[src/rtl/ofdm_subc_mapper.sv]
// Maps payload bits to signed I/Q per subcarrier type and latched modulation mode.
// Two-cycle latency, with a one-entry skid buffer. Define MAPPER_NOISE_EN to add LFSR dither to non-guard samples.
module ofdm_subc_mapper #(
  parameter int MAXBITS = 6,
  parameter int DW      = 12,
  parameter int FFT_N   = 1024,
  parameter int A_QPSK  = 1024,
  parameter int A_Q16   = 512,
  parameter int A_Q64   = 256,
  parameter int A_PIL   = 2000,
  parameter int A_PRE   = 1024,
  parameter int NOISE_W = 4
) (
  input  logic                 clk,
  input  logic                 rst,
  input  logic                 ival,
  output logic                 ordy,
  input  logic                 isop,
  input  logic                 ieop,
  input  logic [MAXBITS-1:0]   bits,
  input  logic [2:0]           index_M,
  input  logic [1:0]           index_subc,
  output logic signed [DW-1:0] sub_i,
  output logic signed [DW-1:0] sub_q,
  output logic                 oval,
  input  logic                 irdy,
  output logic                 osop,
  output logic                 oeop,
  output logic [2:0]           oindex_M,
  output logic [1:0]           oindex_subc,
  output logic                 err_frame,
  output logic                 err_mode
);

  localparam int CW = (FFT_N > 1) ? $clog2(FFT_N) : 1;
  localparam int SMAX = (2 ** (DW - 1)) - 1;
  localparam int SMIN = -(2 ** (DW - 1));
  localparam logic [CW-1:0] LAST = CW'(FFT_N - 1);

  typedef struct packed {
    logic signed [DW-1:0] i;
    logic signed [DW-1:0] q;
    logic                 sop;
    logic                 eop;
    logic [2:0]           m;
    logic [1:0]           subc;
  } samp_t;

  function automatic int lvl2(input logic [1:0] g);
    int r;
    case (g)
      2'b00:   r = -3;
      2'b01:   r = -1;
      2'b11:   r = 1;
      default: r = 3;
    endcase
    return r;
  endfunction

  function automatic int lvl3(input logic [2:0] g);
    int r;
    case (g)
      3'b000:  r = -7;
      3'b001:  r = -5;
      3'b011:  r = -3;
      3'b010:  r = -1;
      3'b110:  r = 1;
      3'b111:  r = 3;
      3'b101:  r = 5;
      default: r = 7;
    endcase
    return r;
  endfunction

  function automatic logic signed [DW-1:0] sat(input int v);
    logic signed [DW-1:0] r;
    if (v > SMAX)      r = DW'(SMAX);
    else if (v < SMIN) r = DW'(SMIN);
    else               r = DW'(v);
    return r;
  endfunction

  logic              acc;
  logic [2:0]        mode_q;
  logic [2:0]        mode_eff;
  logic [CW-1:0]     cnt_q;
  logic [CW-1:0]     cur_idx;
  logic              eop_seen_q;
  logic [5:0]        b6;
  int                map_i;
  int                map_q;
  logic [2:0]        map_m;
  logic              mode_ok;
  int                add_i;
  int                add_q;
  logic signed [NOISE_W-1:0] nz_i;
  logic signed [NOISE_W-1:0] nz_q;
  samp_t             new_s;

  samp_t map_s, skid_s, out_s;
  logic  map_vld, skid_vld, out_vld;
  logic  out_adv, take_skid, take_map, map_to_skid;

  assign ordy     = !(skid_vld && out_vld);
  assign acc      = ival && ordy;
  assign mode_eff = isop ? index_M : mode_q;
  assign cur_idx  = isop ? '0 : cnt_q;
  assign b6       = 6'(bits);
  assign mode_ok  = (mode_eff == 3'd1) || (mode_eff == 3'd2) ||
                    (mode_eff == 3'd4) || (mode_eff == 3'd6);

  always_comb begin
    map_i = 0;
    map_q = 0;
    map_m = 3'd0;
    case (index_subc)
      2'd1: begin
        case (mode_eff)
          3'd1: begin
            map_i = b6[0] ? -A_QPSK : A_QPSK;
            map_m = 3'd1;
          end
          3'd2: begin
            map_i = b6[1] ? -A_QPSK : A_QPSK;
            map_q = b6[0] ? -A_QPSK : A_QPSK;
            map_m = 3'd2;
          end
          3'd4: begin
            map_i = lvl2(b6[3:2]) * A_Q16;
            map_q = lvl2(b6[1:0]) * A_Q16;
            map_m = 3'd4;
          end
          3'd6: begin
            map_i = lvl3(b6[5:3]) * A_Q64;
            map_q = lvl3(b6[2:0]) * A_Q64;
            map_m = 3'd6;
          end
          default: ;
        endcase
      end
      2'd2: begin
        map_i = b6[1] ? -A_PIL : A_PIL;
        map_q = b6[0] ? -A_PIL : A_PIL;
        map_m = 3'd2;
      end
      2'd3: begin
        map_i = b6[1] ? -A_PRE : A_PRE;
        map_q = b6[0] ? -A_PRE : A_PRE;
        map_m = 3'd2;
      end
      default: ;
    endcase
  end

`ifdef MAPPER_NOISE_EN
  logic [15:0] lfsr_q;

  assign nz_i = lfsr_q[NOISE_W-1:0];
  assign nz_q = lfsr_q[NOISE_W+7:8];

  always_ff @(posedge clk or posedge rst) begin
    if (rst)
      lfsr_q <= 16'hACE1;
    else if (acc)
      lfsr_q <= {lfsr_q[14:0], lfsr_q[15] ^ lfsr_q[13] ^ lfsr_q[12] ^ lfsr_q[10]};
  end
`else
  assign nz_i = '0;
  assign nz_q = '0;
`endif

  // map_m is zero for guard and unsupported-mode samples, which must stay exactly zero
  assign add_i = (map_m != 3'd0) ? int'(nz_i) : 0;
  assign add_q = (map_m != 3'd0) ? int'(nz_q) : 0;

  always_comb begin
    new_s      = '0;
    new_s.i    = sat(map_i + add_i);
    new_s.q    = sat(map_q + add_q);
    new_s.sop  = isop;
    new_s.eop  = ieop;
    new_s.m    = map_m;
    new_s.subc = index_subc;
  end

  // Skid holds the older sample, so the output stage always drains it first.
  assign out_adv     = !out_vld || irdy;
  assign take_skid   = out_adv && skid_vld;
  assign take_map    = out_adv && !skid_vld && map_vld;
  assign map_to_skid = map_vld && !take_map && (!skid_vld || take_skid);

  always_ff @(posedge clk or posedge rst) begin
    if (rst) begin
      map_vld  <= 1'b0;
      map_s    <= '0;
      skid_vld <= 1'b0;
      skid_s   <= '0;
      out_vld  <= 1'b0;
      out_s    <= '0;
    end else begin
      if (take_skid) begin
        out_s   <= skid_s;
        out_vld <= 1'b1;
      end else if (take_map) begin
        out_s   <= map_s;
        out_vld <= 1'b1;
      end else if (out_adv) begin
        out_vld <= 1'b0;
      end

      if (map_to_skid) begin
        skid_s   <= map_s;
        skid_vld <= 1'b1;
      end else if (take_skid) begin
        skid_vld <= 1'b0;
      end

      if (acc) begin
        map_s   <= new_s;
        map_vld <= 1'b1;
      end else if (take_map || map_to_skid) begin
        map_vld <= 1'b0;
      end
    end
  end

  always_ff @(posedge clk or posedge rst) begin
    if (rst) begin
      mode_q     <= 3'd0;
      cnt_q      <= '0;
      eop_seen_q <= 1'b0;
      err_frame  <= 1'b0;
      err_mode   <= 1'b0;
    end else if (acc) begin
      if (isop)
        mode_q <= index_M;
      cnt_q      <= (cur_idx == LAST) ? '0 : cur_idx + CW'(1);
      eop_seen_q <= ieop;
      if ((ieop && cur_idx != LAST) || (!ieop && cur_idx == LAST) ||
          (isop && cnt_q != '0 && !eop_seen_q))
        err_frame <= 1'b1;
      if (index_subc == 2'd1 && !mode_ok)
        err_mode <= 1'b1;
    end
  end

  assign oval        = out_vld;
  assign sub_i       = out_s.i;
  assign sub_q       = out_s.q;
  assign osop        = out_s.sop;
  assign oeop        = out_s.eop;
  assign oindex_M    = out_s.m;
  assign oindex_subc = out_s.subc;

endmodule

[config.mk]
export PLATFORM = sky130hd
export DESIGN_NAME = ofdm_subc_mapper
export DESIGN_NICKNAME = d
export VERILOG_FILES = /design/src/rtl/ofdm_subc_mapper.sv
export SDC_FILE = /design/constraint.sdc
export NUM_CORES = 1
export LEC_CHECK = 0
export CAP_MARGIN = 20
export CORE_MARGIN = 4
export CORE_UTILIZATION = 40
export DETAILED_ROUTE_END_ITERATION = 10
export GPL_TIMING_DRIVEN = 0
export SLEW_MARGIN = 40
export SYNTH_ARGS = -nofsm -noshare
export SYNTH_HDL_FRONTEND = slang
export SYNTH_SLANG_ARGS = --single-unit
[constraint.sdc]
create_clock -name clk -period 3.51 [get_ports clk]
set_input_delay 1.053 -clock clk [delete_from_list [all_inputs] [get_ports clk]]
set_output_delay 1.053 -clock clk [all_outputs]
set_load 0.1 [all_outputs]
==> results.cfg, run 1 <==
[status]
status = completed

[clocking]
cts.sinks = 78
h-tree-depth = 3
clk_pin_slew_worst_paths_ns = 0.08
cts-root-buf = clkbuf_8
worstSkewPairLatency_ns = 0.34
cts_made_buffers = 9
postCtsHoldBufs = 0
cts_setup_buffers = 0
cts_tree = built
clk_path_buf_depth = 2
cts_resized = 0

[logic_synthesis]
ys.flop_type = dfrtp_1
yosys_register_bits = 78
avgSynthCellArea_sq_um = 10.2
synth_area_sq_um = 4040
yosys_warnings = 0
synth_edf_count = 0
synth_seq_area_share = 0.483
async_flop_share = 1.00
synth_cells = 397
yosysUniqueCellTypes = 56

[layout]
area_delta_synth_final_pct = 19.0
num_antenna_cells = 0
final_nets = 484
drive_gt1_frac = 0.172
final_cell_mix = dfrtp_1 (78), nand2_1 (42), buf_2 (35), o21ai_0 (30), o22ai_1 (22)
layout_commonest_cell = dfrtp_1
final_cells = 597

[global_routing]
grt.overflow.total = 0
grt_antenna_before_repair = 0
grt_usage = 0.166
grt_pass1_wl_mm = 15.6
grt_pass1_vias = 3099
grt_max_degree = 54

[worst_setup_path]
reg2reg_slack_ns = 1.65
start_kind = primary input
crit_required_ns = 3.78
worst_setup_path_end_kind = flip-flop
worst-r2r-cell-count = 7
path_max_fanout = 10
crit_type = primary input to flip-flop
reg2reg_to = err_frame
r2r_start = cnt_q[0]
cp.arrival_ns = 3.52

[min_path]
hold_path_end = sub_i[10]
hold_class = flip-flop to flip-flop
hp-start = sub_i[10]
hold_depth = 2

[power]
ir_worst_vdd_v = 0.000618
seqPwrFrac = 0.319
pwr-share-clk = 0.176
cellPowerDensity_nw_per_um2 = 968
p_int_uw = 2320
leakagePower_uw = 0.00221
power_switching_uw = 2340
power_frac_comb = 0.505
switching_share = 0.503
power.total_uw = 4660

[timing]
post-route-period-util = 0.926
maxSlewHeadroom = 0.581
fin_worst_skew_ns = 0.00650
fin_crit_ns = 3.25
tns_ns = 0
grt_setup_unrepaired = no
setup_viol_count_final = 0
timing.fmax_mhz = 308
slew_violations = 0
hold_viol_final = 0
max_slew.worst_pin.slew_ns = 0.622

[route]
drt_pass1_iterations = 4
drt-initial-drc-count = 154
drt-total-wl_mm = 9.04
viasPerCell = 5.32
route.detailed.drc = 0
ant_nets = 0
vias = 3174
wl_per_cell_um = 15.1

[placed_design]
dp_cells = 581
portBuffers = 43
post-dp-hpwl_mm = 6.81
gp_congestion = 0.802

[floorplan]
die_width_um = 109
die_y_um = 109
dieArea_sq_um = 11800
core_sq_um = 9820
rows = 36
initial_utilization = 0.412
io_pins = 52

[run]
maxCapViolations = 0
[cells in the mapped netlist, types with 3 or more instances]
library cell / instances / share of area
dfrtp_1: 78 / 0.48
a21oi_1: 21 / 0.026
mux2_2: 3 / 0.0084
nand4_1: 4 / 0.0062
a221o_1: 4 / 0.0099
mux2i_1: 8 / 0.020
buf_2: 8 / 0.0099
ha_1: 8 / 0.025
o21ai_1: 3 / 0.0037
nor3_1: 4 / 0.0050
buf_4: 13 / 0.024
a31oi_1: 5 / 0.0077
xnor2_1: 3 / 0.0065
nand2_1: 42 / 0.039
o21ai_0: 30 / 0.037
a22oi_1: 4 / 0.0074
a211oi_1: 4 / 0.0074
o22ai_1: 22 / 0.034
nor2_1: 12 / 0.011
clkbuf_1: 13 / 0.012
nand3_1: 10 / 0.012
mux2_1: 20 / 0.056
and3_1: 5 / 0.0077
nor2b_1: 5 / 0.0077
nand3b_1: 15 / 0.028
a21o_1: 6 / 0.011
inv_1: 6 / 0.0056
a31o_1: 3 / 0.0065
a22o_1: 3 / 0.0065
[power groups by stage]
stage	Sequential (uW)	Clock (uW)	Combinational, uW
floorplan	2320	0	1080
global placement	1490	0	2470
detailed placement	1500	0	2360
CTS	1490	838	2360
global route	1540	877	2520
finish	1480	820	2350
[per-layer routing]
metal / GRT usage / wire length [um] / up-vias
met5: 0 / 0 / -
li1: - / - / 1562
met1: 0.246 / 4660 / 1529
met3: 0.0275 / 384 / 8
met4: 0.0514 / 107 / 0
met2: 0.249 / 3890 / 75
[critical path, cell delays in order]
cell and delay, ns:
clkdlybuf4s50_1 0.58, buf_6 0.18, clkbuf_1 0.37, nor2b_1 0.12, ha_1 0.23, and3_1 0.19
clkbuf_1 0.19, a31o_1 0.27, a31o_1 0.18, a31oi_1 0.15
[how the worst max path moves through the flow]
stage               startpoint   endpoint  slack [ns]  cells past startpoint
detailed placement        isop   cnt_q[5]       -0.08                     10
finish                    isop   cnt_q[5]        0.26                     10
floorplan                  rst   cnt_q[0]        0.46                      1
CTS                       isop   cnt_q[5]        0.28                     10
global placement           rst  skid_s[5]       -0.83                      2
global route              isop   cnt_q[5]        0.11                     10
[metrics by stage]
| stage | area (sq um) | hold slack (ns) | utilization | setup WS, ns |
|---|---|---|---|---|
| 2_1_floorplan | 4070 | 0.452 | - | 0.462 |
| 6_report | 4810 | 0.476 | 0.490 | 0.258 |
| 5_1_grt | 4810 | 0.494 | 0.490 | 0.110 |
| 3_3_place_gp | 4670 | 0.464 | 0.475 | -0.832 |
| 4_1_cts | 4810 | 0.485 | 0.490 | 0.278 |
| 3_5_place_dp | 4560 | 0.466 | 0.465 | -0.0795 |
[sequential cells by signal, indices dropped and copies added (netlist names)]
| signal | count |
|---|---|
| skid_vld | 1 |
| err_frame | 1 |
| err_mode | 1 |
| oindex_subc | 2 |
| map_vld | 1 |
| skid_s | 20 |
| osop | 1 |
| cnt_q | 10 |
| oeop | 1 |
| sub_i | 7 |
| eop_seen_q | 1 |
| oindex_M | 3 |
| sub_q | 6 |
| map_s | 19 |
| mode_q | 3 |
| oval | 1 |
[cells by family after synthesis]
group,Yosys count,synth area share
other,1,0.000927
AOI/OAI and AO/OA,115,0.183
xor gates and xnor gates,4,0.00866
DFF,78,0.483
and+or+nand+nor,113,0.149
adders and majority gates,9,0.0272
buffers and inverters,44,0.0572
muxes,33,0.0907
[area by class of cell]
class                   count  area, sq um
plain buffers              37          205
repair buffers             44          323
clock buffers              11          141
flip-flops and latches     78         1950
well taps                 133          166
fillers                   954         5010
multi-input cells         282         1890
inverters                   7         31.3
clock inverters             5          106
Note: power is estimated with default switching activity, not from simulation.
==> inputs of run 2 (changes only) <==
--- a/config.mk
+++ b/config.mk
@@ -9,8 +9,8 @@
 export CORE_MARGIN = 4
 export CORE_UTILIZATION = 40
 export DETAILED_ROUTE_END_ITERATION = 10
+export GPL_ROUTABILITY_DRIVEN = 0
 export GPL_TIMING_DRIVEN = 0
-export SLEW_MARGIN = 40
 export SYNTH_ARGS = -nofsm -noshare
 export SYNTH_HDL_FRONTEND = slang
 export SYNTH_SLANG_ARGS = --single-unit
==> results.cfg, run 2 (synthesis results as in run 1) <==
[layout]
drive_gt1_frac = 0.114
largest_register_ffs = 20
top_register = skid_s
final_nets = 484
final_cell_mix = dfrtp_1 (78), nand2_1 (42), clkdlybuf4s50_1 (42), o21ai_0 (30), o22ai_1 (22)
layout_commonest_cell = dfrtp_1
reg_top3 = skid_s x20, map_s x19, cnt_q x10
num_antenna_cells = 0
area_delta_synth_final_pct = 22.3
final_cells = 597

[worst_setup_path]
crit_type = primary input to flip-flop
reg2reg_slack_ns = 1.65
cp.arrival_ns = 3.52
worst_setup_path_end_kind = flip-flop
worst-r2r-cell-count = 7
r2r_start = cnt_q[0]
crit_required_ns = 3.78
reg2reg_to = err_frame
path_max_fanout = 10
start_kind = primary input

[floorplan]
core_sq_um = 9820
rows = 36
die_y_um = 109
io_pins = 52
dieArea_sq_um = 11800
die_width_um = 109
initial_utilization = 0.412

[route]
vias = 3176
drt-initial-drc-count = 157
wl_per_cell_um = 15.2
drt_pass1_iterations = 7
ant_nets = 0
viasPerCell = 5.32
drt-total-wl_mm = 9.05
route.detailed.drc = 0

[power]
seqPwrFrac = 0.311
p_int_uw = 2450
pwr-share-clk = 0.171
cellPowerDensity_nw_per_um2 = 969
ir_worst_vdd_v = 0.000511
leakagePower_uw = 0.00221
switching_share = 0.489
power_frac_comb = 0.519
power_switching_uw = 2340

[global_routing]
grt_antenna_before_repair = 0
grt_max_degree = 54
grt.overflow.total = 0
met1_usage = 0.244
top_usage_layer = met2
grt_util_met3 = 0.0269
use_met2 = 0.254
grt_pass1_wl_mm = 15.7
grt_usage = 0.166
grt_pass1_vias = 3111

[clocking]
cts_made_buffers = 9
clk_path_buf_depth = 2
h-tree-depth = 3
cts-root-buf = clkbuf_8
worstSkewPairLatency_ns = 0.34
cts_tree = built
cts.sinks = 78
clk_pin_slew_worst_paths_ns = 0.08

[timing]
fin_crit_ns = 3.25
max_slew.worst_pin.slew_ns = 0.975
slew_violations = 0
post-route-period-util = 0.927
setup_viol_count_final = 0
tns_ns = 0
fin_worst_skew_ns = 0.00538
maxSlewHeadroom = 0.349
grt_setup_unrepaired = no
hold_viol_final = 0
timing.fmax_mhz = 307

[placed_design]
portBuffers = 43
dp_cells = 581
post-dp-hpwl_mm = 6.78

[status]
status = completed

[run]
maxCapViolations = 0

[min_path]
hold_class = flip-flop to flip-flop
hold_depth = 2
hp-start = sub_i[10]
hold_path_end = sub_i[10]
## run 2: changes by cell type in the layout (fill, tap and decap cells not counted), sizes merged
| cell | previous run | this run |
|---|---|---|
| clkdlybuf4s50 | 16 | 42 |
| buf | 52 | 25 |
| dlymetal6s2s | 0 | 1 |
## run 2: area by class of cell
| cell class | instances | area, sq um |
|---|---|---|
| buffer | 37 | 205 |
| clock buffer | 11 | 141 |
| clock inverter | 5 | 106 |
| fill | 957 | 4870 |
| inverter | 7 | 28.8 |
| multi-input combinational | 282 | 1890 |
| sequential | 78 | 1950 |
| tap | 133 | 166 |
| timing repair buffer | 44 | 460 |
## run 2: per-stage QoR
stage          cell area, sq um   util  total power (uW)  hold WS (ns)  setup WS, ns
6_report                   4950  0.504              4800         0.481         0.255
3_3_place_gp               4670  0.475              3960         0.464        -0.832
4_1_cts                    4940  0.504              4830         0.490        0.0876
2_1_floorplan              4070      -              3400         0.452         0.462
5_1_grt                    4950  0.504              5080         0.501         0.117
3_5_place_dp               4700  0.478              4010         0.472       -0.0821
## run 2: worst max path at each step
stage / start / cells past startpoint / endpoint / slack, ns
2_1_floorplan: rst / 1 / cnt_q[0] / 0.46
3_3_place_gp: rst / 2 / skid_s[5] / -0.83
3_5_place_dp: isop / 10 / cnt_q[5] / -0.08
4_1_cts: skid_vld / 4 / ordy / 0.09
5_1_grt: isop / 10 / cnt_q[5] / 0.12
6_report: isop / 10 / cnt_q[5] / 0.26
## run 2: critical path, cell delays in order
cell             delay, ns
clkdlybuf4s50_1       0.58
buf_6                 0.18
clkbuf_1              0.37
nor2b_1               0.12
ha_1                  0.23
and3_1                0.18
clkbuf_1              0.19
a31o_1                0.27
a31o_1                0.19
a31oi_1               0.15
## run 2: power groups by stage
stage | combinational, uW | clock [uW] | sequential [uW]
2_1_floorplan | 1080 | 0 | 2320
3_3_place_gp | 2470 | 0 | 1490
3_5_place_dp | 2500 | 0 | 1510
4_1_cts | 2500 | 839 | 1490
5_1_grt | 2650 | 874 | 1550
6_report | 2490 | 818 | 1490
## run 2: layer usage
| metal | routed length (um) | vias up | part of all wire |
|---|---|---|---|
| li1 | - | 1559 | - |
| met1 | 4490 | 1534 | 0.50 |
| met2 | 3980 | 78 | 0.44 |
| met3 | 498 | 5 | 0.055 |
| met4 | 82 | 0 | 0.0091 |
| met5 | 0 | - | 0 |
## run 2: repair_timing
item | CTS | global route
hold buffers | 0 | 0
setup endpoints to repair | 0 | 1
gates resized for setup | 0 | 1
setup buffers | 0 | 0
==> inputs of run 3 (changes only) <==
--- a/config.mk
+++ b/config.mk
@@ -6,11 +6,12 @@
 export NUM_CORES = 1
 export LEC_CHECK = 0
 export CAP_MARGIN = 20
-export CORE_MARGIN = 4
+export CORE_MARGIN = 10
 export CORE_UTILIZATION = 40
 export DETAILED_ROUTE_END_ITERATION = 10
 export GPL_ROUTABILITY_DRIVEN = 0
 export GPL_TIMING_DRIVEN = 0
+export REMOVE_ABC_BUFFERS = 1
 export SYNTH_ARGS = -nofsm -noshare
 export SYNTH_HDL_FRONTEND = slang
 export SYNTH_SLANG_ARGS = --single-unit
==> results.cfg, run 3 (synthesis results as in run 1) <==
[worst_setup_path]
worst-r2r-cell-count = 4
worst_setup_path_end_kind = output pin
crit_chain = nand2_1 > clkdlybuf4s50_1
path_max_fanout = 15
reg2reg_slack_ns = 1.21
critPathTopFamily = buffers and inverters
crit_end = ordy
worstSetupPathDepth = 2
start_kind = flip-flop
r2r_start = skid_vld
cp.arrival_ns = 2.21
max_stage_delay_ns = 1.15
reg2reg_to = map_s[16]
crit_required_ns = 2.46
crit_start = skid_vld
cp_slowest_cell = clkdlybuf4s50_1
crit_type = flip-flop to output pin
crit_buf_inv = 1

[clocking]
postCtsHoldBufs = 0
cts.sinks = 78
clk_path_buf_depth = 2
cts_setup_buffers = 0
cts_made_buffers = 9
cts_tree = built
h-tree-depth = 3
cts_resized = 0
clk_pin_slew_worst_paths_ns = 0.09
cts-root-buf = clkbuf_8
worstSkewPairLatency_ns = 0.34

[timing]
tns_ns = 0
grt_setup_unrepaired = no
fin_worst_skew_ns = 0.0147
hold_viol_final = 0
maxSlewHeadroom = 0.325
fin_crit_ns = 3.26
post-route-period-util = 0.930
timing.fmax_mhz = 306
max_slew.worst_pin.slew_ns = 1.01
setup_viol_count_final = 0
slew_violations = 0
whs_ns = 0.474

[run]
maxCapViolations = 0

[route]
drt-initial-drc-count = 186
vias = 3078
drt_pass1_iterations = 5
ant_nets = 0
viasPerCell = 5.47
drt-total-wl_mm = 9.45
route.detailed.drc = 0
wl_per_cell_um = 16.8

[power]
cellPowerDensity_nw_per_um2 = 976
leakagePower_uw = 0.00209
ir_worst_vdd_v = 0.000447

[layout]
reg_top3 = skid_s x20, map_s x19, cnt_q x10
final_nets = 450
layout_commonest_cell = dfrtp_1
drive_gt1_frac = 0.0837
area_delta_synth_final_pct = 17.6
final_cell_mix = dfrtp_1 (78), clkdlybuf4s50_1 (43), nand2_1 (42), o21ai_0 (30), o22ai_1 (22)
num_antenna_cells = 0
largest_register_ffs = 20
final_cells = 563
top_register = skid_s
finish.utilization = 0.484

[floorplan]
dieArea_sq_um = 14500
core_sq_um = 9820
die_width_um = 121
rows = 36
die_y_um = 121
initial_utilization = 0.412
io_pins = 52

[global_routing]
grt_pass1_wl_mm = 15.8
grt_max_degree = 44
grt.overflow.total = 0
grt_antenna_before_repair = 0
grt_usage = 0.132
grt_pass1_vias = 3061

[placed_design]
portBuffers = 43
dp_cells = 546
post-dp-hpwl_mm = 6.63

[min_path]
hold_class = flip-flop to flip-flop

[status]
status = completed
[run 3: routing by layer]
layer,routed length (um),vias up,GRT usage
met2,4460,71,0.205
li1,-,1491,-
met5,0,-,0
met4,40,0,0.0279
met1,4520,1514,0.178
met3,424,2,0.0377
[run 3: worst min-delay path by stage]
stage / start / endpoint / slack, ns / cells past startpoint
global placement: err_mode / err_mode / 0.44 / 1
floorplan: map_s[1] / map_s[1] / 0.45 / 2
detailed placement: err_mode / err_mode / 0.46 / 1
CTS: err_mode / err_mode / 0.48 / 1
finish: err_mode / err_mode / 0.47 / 1
global route: err_mode / err_mode / 0.51 / 1
[run 3: stage by stage]
stage          instance area (sq um)  worst slack [ns]  power, uW
5_1_grt                         4760             0.172       4910
3_5_place_dp                    4540            -0.178       3990
4_1_cts                         4740             0.170       4680
6_report                        4760             0.247       4640
2_1_floorplan                   3860             0.357       3310
3_3_place_gp                    4460            -0.983       3890
[run 3: power breakdown]
| part | internal, uW | total, uW | switching, uW | leakage, uW |
|---|---|---|---|---|
| clock network | 353 | 694 | 341 | 0.000103 |
| logic | 691 | 2410 | 1720 | 0.00100 |
| registers | 1230 | 1540 | 306 | 0.000988 |
[run 3: layout make-up]
| type | count | area [sq um] |
|---|---|---|
| repair buffers | 47 | 512 |
| inverters | 7 | 28.8 |
| multi-input cells | 282 | 1890 |
| flip-flops and latches | 78 | 1950 |
| clock inverters | 6 | 68.8 |
| fillers | 963 | 5060 |
| well taps | 133 | 166 |
| clock buffers | 10 | 138 |
